<file path="src/rtl/cpu_types_pkg.sv">
// Shared types for the hazard scoreboard: register index, forward-select
// encoding and the per-stage scoreboard entry.
package cpu_types_pkg;
  localparam int NREG = 32;
  localparam int RW   = $clog2(NREG);

  typedef logic [RW-1:0] regbits_t;

  typedef enum logic [1:0] {
    FWD_RF  = 2'b00,
    FWD_EX  = 2'b01,
    FWD_MEM = 2'b10,
    FWD_WB  = 2'b11
  } fwd_sel_t;

  typedef struct packed {
    logic     valid;
    regbits_t rd;
    logic     wen;
    logic     load;
  } sb_entry_t;

  typedef enum logic {ST_RUN, ST_LDSTALL} sb_state_t;

  // r0 is hardwired zero, so it never matches an in-flight writer.
  function automatic logic entry_hit(sb_entry_t e, regbits_t s);
    return e.valid && e.wen && (e.rd == s) && (s != '0);
  endfunction
endpackage

</file>
<file path="src/rtl/hazard_match.sv">
// Youngest-writer lookup for one source register across EX/MEM/WB.
module hazard_match
  import cpu_types_pkg::*;
(
  input  regbits_t  src,
  input  sb_entry_t ex_e,
  input  sb_entry_t mem_e,
  input  sb_entry_t wb_e,
  output fwd_sel_t  sel
);
  // Oldest first so the youngest hit overwrites.
  always_comb begin
    sel = FWD_RF;
    if (entry_hit(wb_e,  src)) sel = FWD_WB;
    if (entry_hit(mem_e, src)) sel = FWD_MEM;
    if (entry_hit(ex_e,  src)) sel = FWD_EX;
  end
endmodule

</file>
<file path="src/rtl/hazard_scoreboard.sv">
// Tracks destination registers in EX/MEM/WB; drives forward selects and
// the load-use stall for the instruction in decode.
module hazard_scoreboard
  import cpu_types_pkg::*;
#(
  parameter int CW = 16
) (
  input  logic          CLK,
  input  logic          nRST,
  input  logic          advance,
  input  logic          flush,
  input  logic          dec_valid,
  input  logic [RW-1:0] dec_rs,
  input  logic [RW-1:0] dec_rt,
  input  logic [RW-1:0] dec_rd,
  input  logic          dec_wen,
  input  logic          dec_load,
  output logic          stall,
  output logic [1:0]    fwd_rs,
  output logic [1:0]    fwd_rt,
  output logic [CW-1:0] stall_cnt
);
  sb_entry_t     ex_q, ex_d, mem_q, mem_d, wb_q, wb_d;
  sb_state_t     state_q, state_d;
  logic [CW-1:0] cnt_q, cnt_d;
  sb_entry_t     dec_e;
  fwd_sel_t      sel_rs, sel_rt;

  hazard_match u_match_rs (.src(dec_rs), .ex_e(ex_q), .mem_e(mem_q), .wb_e(wb_q), .sel(sel_rs));
  hazard_match u_match_rt (.src(dec_rt), .ex_e(ex_q), .mem_e(mem_q), .wb_e(wb_q), .sel(sel_rt));

  assign fwd_rs    = sel_rs;
  assign fwd_rt    = sel_rt;
  assign stall_cnt = cnt_q;

  always_comb begin
    stall = dec_valid && ex_q.valid && ex_q.load && ex_q.wen && (ex_q.rd != '0) &&
            ((ex_q.rd == dec_rs) || (ex_q.rd == dec_rt));

    // Flush and stall both turn the EX slot into a bubble.
    dec_e.valid = dec_valid && !stall && !flush;
    dec_e.rd    = dec_rd;
    dec_e.wen   = dec_wen;
    dec_e.load  = dec_load;

    ex_d    = ex_q;
    mem_d   = mem_q;
    wb_d    = wb_q;
    cnt_d   = cnt_q;
    state_d = state_q;
    if (advance) begin
      wb_d  = mem_q;
      mem_d = ex_q;
      ex_d  = dec_e.valid ? dec_e : '0;
      if (stall && (cnt_q != {CW{1'b1}})) cnt_d = cnt_q + 1'b1;
      case (state_q)
        ST_RUN:     if (stall) state_d = ST_LDSTALL;
        ST_LDSTALL: state_d = ST_RUN;
        default:    state_d = ST_RUN;
      endcase
    end
  end

  always_ff @(posedge CLK) begin
    if (!nRST) begin
      ex_q    <= '0;
      mem_q   <= '0;
      wb_q    <= '0;
      cnt_q   <= '0;
      state_q <= ST_RUN;
    end else begin
      ex_q    <= ex_d;
      mem_q   <= mem_d;
      wb_q    <= wb_d;
      cnt_q   <= cnt_d;
      state_q <= state_d;
    end
  end
endmodule

</file>
<file path="config.mk">
export PLATFORM = sky130hd
export DESIGN_NAME = hazard_scoreboard
export DESIGN_NICKNAME = d
export VERILOG_FILES = /design/src/rtl/cpu_types_pkg.sv /design/src/rtl/hazard_match.sv /design/src/rtl/hazard_scoreboard.sv
export SDC_FILE = /design/constraint.sdc
export NUM_CORES = 1
export LEC_CHECK = 0
export CORE_UTILIZATION = 54
export CTS_BUF_LIST = sky130_fd_sc_hd__clkbuf_8
export DETAILED_ROUTE_END_ITERATION = 8
export GPL_TIMING_DRIVEN = 0
export HOLD_SLACK_MARGIN = 0.08
export PLACE_DENSITY_LB_ADDON = 0.3
export SLEW_MARGIN = 20
export SYNTH_ARGS = -nofsm -noshare
export SYNTH_HDL_FRONTEND = slang
export SYNTH_HIERARCHICAL = 1
export SYNTH_SLANG_ARGS = --single-unit
</file>
<file path="constraint.sdc">
create_clock -name CLK -period 2.4 [get_ports CLK]
set_input_delay 0.24 -clock CLK [delete_from_list [all_inputs] [get_ports CLK]]
set_output_delay 0.24 -clock CLK [all_outputs]
set_load 0.01 [all_outputs]
</file>
Word-level counts from Yosys, hierarchy flattened
Cells that the tools add are included.

word-level totals
  register bits = 38
  logic and storage cells = 56

cells by class
  eq/ne operators = 7
  add/sub/neg operators = 1
  reductions and logical operators = 30
  muxes and demuxes = 7

operators by type and width
  operator                 number
  $eq A5 B5 Y1             6
  $logic_and A1 B1 Y1      23
  $add A16 B1 Y16 const B  1
  $ne A16 B16 Y1 const B   1
  $reduce_bool A5 Y1       3
  $mux W2                  6
  $mux W8                  1
  $logic_not A1 Y1         2
  $reduce_and A2 Y1        1
  $logic_or A1 B1 Y1       1

Logic depth before layout (Yosys ltp)
  depth after elaboration = 9
  depth in mapped cells = 9

Cells and area by module
Netlist, hierarchy kept.

modules (own cells, without submodules)
  module             area each (um^2)  times used  cells an instance  seq. area each (um^2)
  hazard_scoreboard  1859.3            1           188                800.8
  hazard_match       229.0             2           29                 0.0

Worst setup path after synthesis
No wires, ideal clock.

  path kind = register to register
  start = register cnt_q[0], in the netlist stall_cnt[0]
  end = register cnt_q[8], in the netlist stall_cnt[8]
  library setup time = 0.070 ns
  buffers on the path = 1
  path slack = 0.365 ns
  data required time = 2.330 ns
  clock period less this slack = 2.035 ns
  stages on the path, launching flop included = 9
  data arrival time = 1.965 ns
  cells stage by stage = dfxtp_1 ha_1 and3_1 and3_1 a311oi_1 nand2_1 buf_4 or4_1 a21boi_1

on the way
  word-level cells in the longest chain between the ends = 3
  elaborated cells between the ends (all ways) = 4

RTL lines
  element                                                  line                     source
  from (decl)                                              hazard_scoreboard.sv:25  logic [CW-1:0] cnt_q, cnt_d;
  from (signal assigned)                                   hazard_scoreboard.sv:75  cnt_q <= cnt_d;
  branches (longest 3 deep; another with $add A16 B1 Y16)  -

Parallel ways; which one is timed is not known.
A chain may end at the register's enable or synchronous reset.

Worst setup path in the final report
  start = input port dec_rt[0]
  end = output port fwd_rt[1]

on the way
  word-level cells in the longest chain between the ends = 6
  elaborated cells between the ends (all ways) = 13

RTL lines
  element                            line                     source
  from (decl)                        hazard_scoreboard.sv:14  input logic [RW-1:0] dec_rt,
  $eq A5 B5 Y1                       cpu_types_pkg.sv:27      return e.valid && e.wen && (e.rd == s) && (s != '0);
  $logic_and A1 B1 Y1 (2 in series)  cpu_types_pkg.sv:27
  $mux W2                            hazard_match.sv:14       if (entry_hit(wb_e, src)) sel = FWD_WB;
  $mux W2                            hazard_match.sv:15       if (entry_hit(mem_e, src)) sel = FWD_MEM;
  $mux W2 (*)                        hazard_match.sv:16       if (entry_hit(ex_e, src)) sel = FWD_EX;
  to (decl)                          hazard_scoreboard.sv:20  output logic [1:0] fwd_rt,

Every way passes the cells marked *; elsewhere a longest branch is shown, timed or not.

==> impl_metrics.toml <==
[power]
intPower_uw = 1130
p_comb_share_pct = 10.0
p_clk_share_pct = 45.1
p_leak_uw = 0.000960
vdd_drop_max_mv = 0.376
switchingPower_uw = 310
pwr-share-seq_pct = 44.9
pwr_density_cell_mw_per_mm2 = 496
switching_share_pct = 21.6

[die]
rows = 23
die_height_um = 66.5
pin_count = 43
die_area_mm2 = 0.00442
core_mm2 = 0.00400
initial_utilization_pct = 56.1
die_width_um = 66.5

[setup_path]
cpPeakStageDelay_ns = 0.58
ff2ff_path_depth = 8
crit_type = "in -> out"
r2r_end = "stall_cnt[8]$_SDFFE_PN0P_"
endpoint_kind = "output port"
rr_startpoint = "stall_cnt[0]$_SDFFE_PN0P_"
path_max_fanout = 5
rrSetupSlack_ns = 0.20
worstPathArrival_ns = 2.07
cp_cell_sequence = "dlygate4sd2_1 > or4_4 > nor2_4 > or3_2 > o21a_1 > clkdlybuf4s50_1"
start_kind = "input port"
crit_required_ns = 2.16
cpMaxStageDelayCell = "or4_4"

[final_layout]
area_delta_synth_final_pct = 29.1
final_nets = 312
fill_cells = 322
multiInputGateArea_mm2 = 0.00147
layout-drive-gt1-share_pct = 12.8
seq_area_um2 = 772
instances_no_fill = 340
n_antenna_cell = 0
fin_area_mm2 = 0.00290

[detailed_routing]
drc_errors = 0
drtIter0Drc = 97
antenna_left = 0
wl_per_cell_um = 14.6
dr.pass1.iters = 4
vias = 1918
vias_per_cell = 5.64
wl_mm = 4.97

[hold_path]
hold_path.startpoint = "advance"
hold_depth = 3
hold-path-endpoint = "mem_q[1]$_SDFFE_PN0P_"
hp-class = "in -> reg"

[cts]
cts_tree = "yes"
cts_sinks = 38
clockBufferDepth = 2
cts-root-buf = "clkbuf_8"
clkLatencyLatePin_ns = 0.29
path_clk_slew_ns = 0.08
cts.htree.levels = 2
cts_buffers = 5

[sta]
tightest_slew_ns = 0.677
period_share_pct = 96.1
tns_ns = 0
rsz0062_at_grt = "false"
slew-limit-headroom_pct = 54.9
slew_violations = 0
setup_viol = 0
finalHoldViolations = 0
period_minus_slack_ns = 2.31
hold_slack_ns = 0.359
clock_skew_ns = 0.0108
timing.final.ws_setup_ns = 0.0941
timing.fmax_mhz = 434

[flow_run]
max_cap_violations = 0

[synthesis]
synth_area_mm2 = 0.00224
synth_fp_nets = 263
yosysWarningCount = 6
synthCells = 240
avgSynthCellArea_um2 = 9.35

[place]
hpwl_mm = 3.62
place_area_mm2 = 0.00272
dp_slack_ns = -0.299
dp_cells = 331
port_buffers = 41
gp_congestion = 0.912

[global_route]
grt_max_degree = 14
grt_pass1_wl_mm = 7.81
grt_pass1_vias = 1739
grt_use_total_pct = 23.4
antenna_found_initial = 0
grt_overflow_total = 0

[run_status]
outcome = "complete, no violations"
-- worst max-delay path: cells and delay by family --
kind | cells | cell delay [ns]
and+or+nand+nor | 3 | 0.86
buffers and inverters | 2 | 0.85
AOI/OAI and AO/OA | 1 | 0.11
-- sequential cells by signal, indices dropped and copies added, names as in the netlist --
| name | flops |
|---|---|
| ex_q | 8 |
| wb_q | 7 |
| mem_q | 7 |
| stall_cnt | 16 |
-- layer usage --
metal / vias to the layer above / part of all wire, % / GRT usage (%)
li1: 976 / - / -
met1: 883 / 45 / 27.3
met2: 53 / 49 / 41.5
met3: 6 / 4.5 / 5.31
met4: 0 / 1.1 / 8.24
met5: - / 0 / 0
-- timing repair --
item / 4_1_cts / 5_1_grt
endpoints found under the hold margin: 0 / 0
pin swaps: 2 / 0
hold buffers: 0 / 0
endpoints found under the setup margin: 5 / 2
resized for setup: 25 / 5
buffers inserted: 1 / 0
-- area by class of cell --
cell class / instances / area share (%)
Buffer: 9 / 1.60
Inverter: 4 / 0.518
Sequential cell: 38 / 26.6
Tap cell: 50 / 2.16
Clock inverter: 3 / 2.37
Clock buffer: 5 / 2.37
Timing Repair Buffer: 42 / 13.7
Multi-Input combinational cell: 189 / 50.6
-- power by group through the flow --
stage | combinational [uW] | clock (uW) | sequential (uW)
3_3_place_gp | 141 | 0 | 661
5_1_grt | 154 | 687 | 647
3_5_place_dp | 143 | 0 | 661
6_report | 144 | 648 | 646
2_1_floorplan | 81.8 | 0 | 658
4_1_cts | 142 | 659 | 646
-- per-stage QoR --
stage	total power, uW	util (%)
floorplan	740	-
global placement	802	67.9
detailed placement	804	67.9
CTS	1450	72.2
global route	1490	72.4
finish	1440	72.4
-- layout by cell type (no fill, tap or decap), types with 5 or more instances in the layout --
cell,n
clkbuf_8,5
dfxtp_1,33
nand2b_1,8
nand2_1,16
clkdlybuf4s50_1,28
nand4_1,7
dlygate4sd2_1,12
nand3_1,14
o31ai_1,6
a22o_1,7
xnor2_1,39
mux2i_1,18
nor2b_1,16
-- worst max path at each step --
| stage | startpoint | end | slack (ns) | depth (start not counted) |
|---|---|---|---|---|
| CTS | dec_rs[0] | fwd_rs[1] | 0.03 | 6 |
| finish | dec_rt[0] | fwd_rt[1] | 0.09 | 6 |
| floorplan | stall_cnt[0]$_SDFFE_PN0P_ | stall_cnt[8]$_SDFFE_PN0P_ | 0.37 | 8 |
| global route | stall_cnt[0]$_SDFFE_PN0P_ | stall_cnt[8]$_SDFFE_PN0P_ | 0.002 | 8 |
| detailed placement | dec_rs[1] | stall | -0.30 | 7 |
| global placement | dec_rs[1] | stall | -0.29 | 7 |
Note: power is estimated with default switching activity, not from simulation.
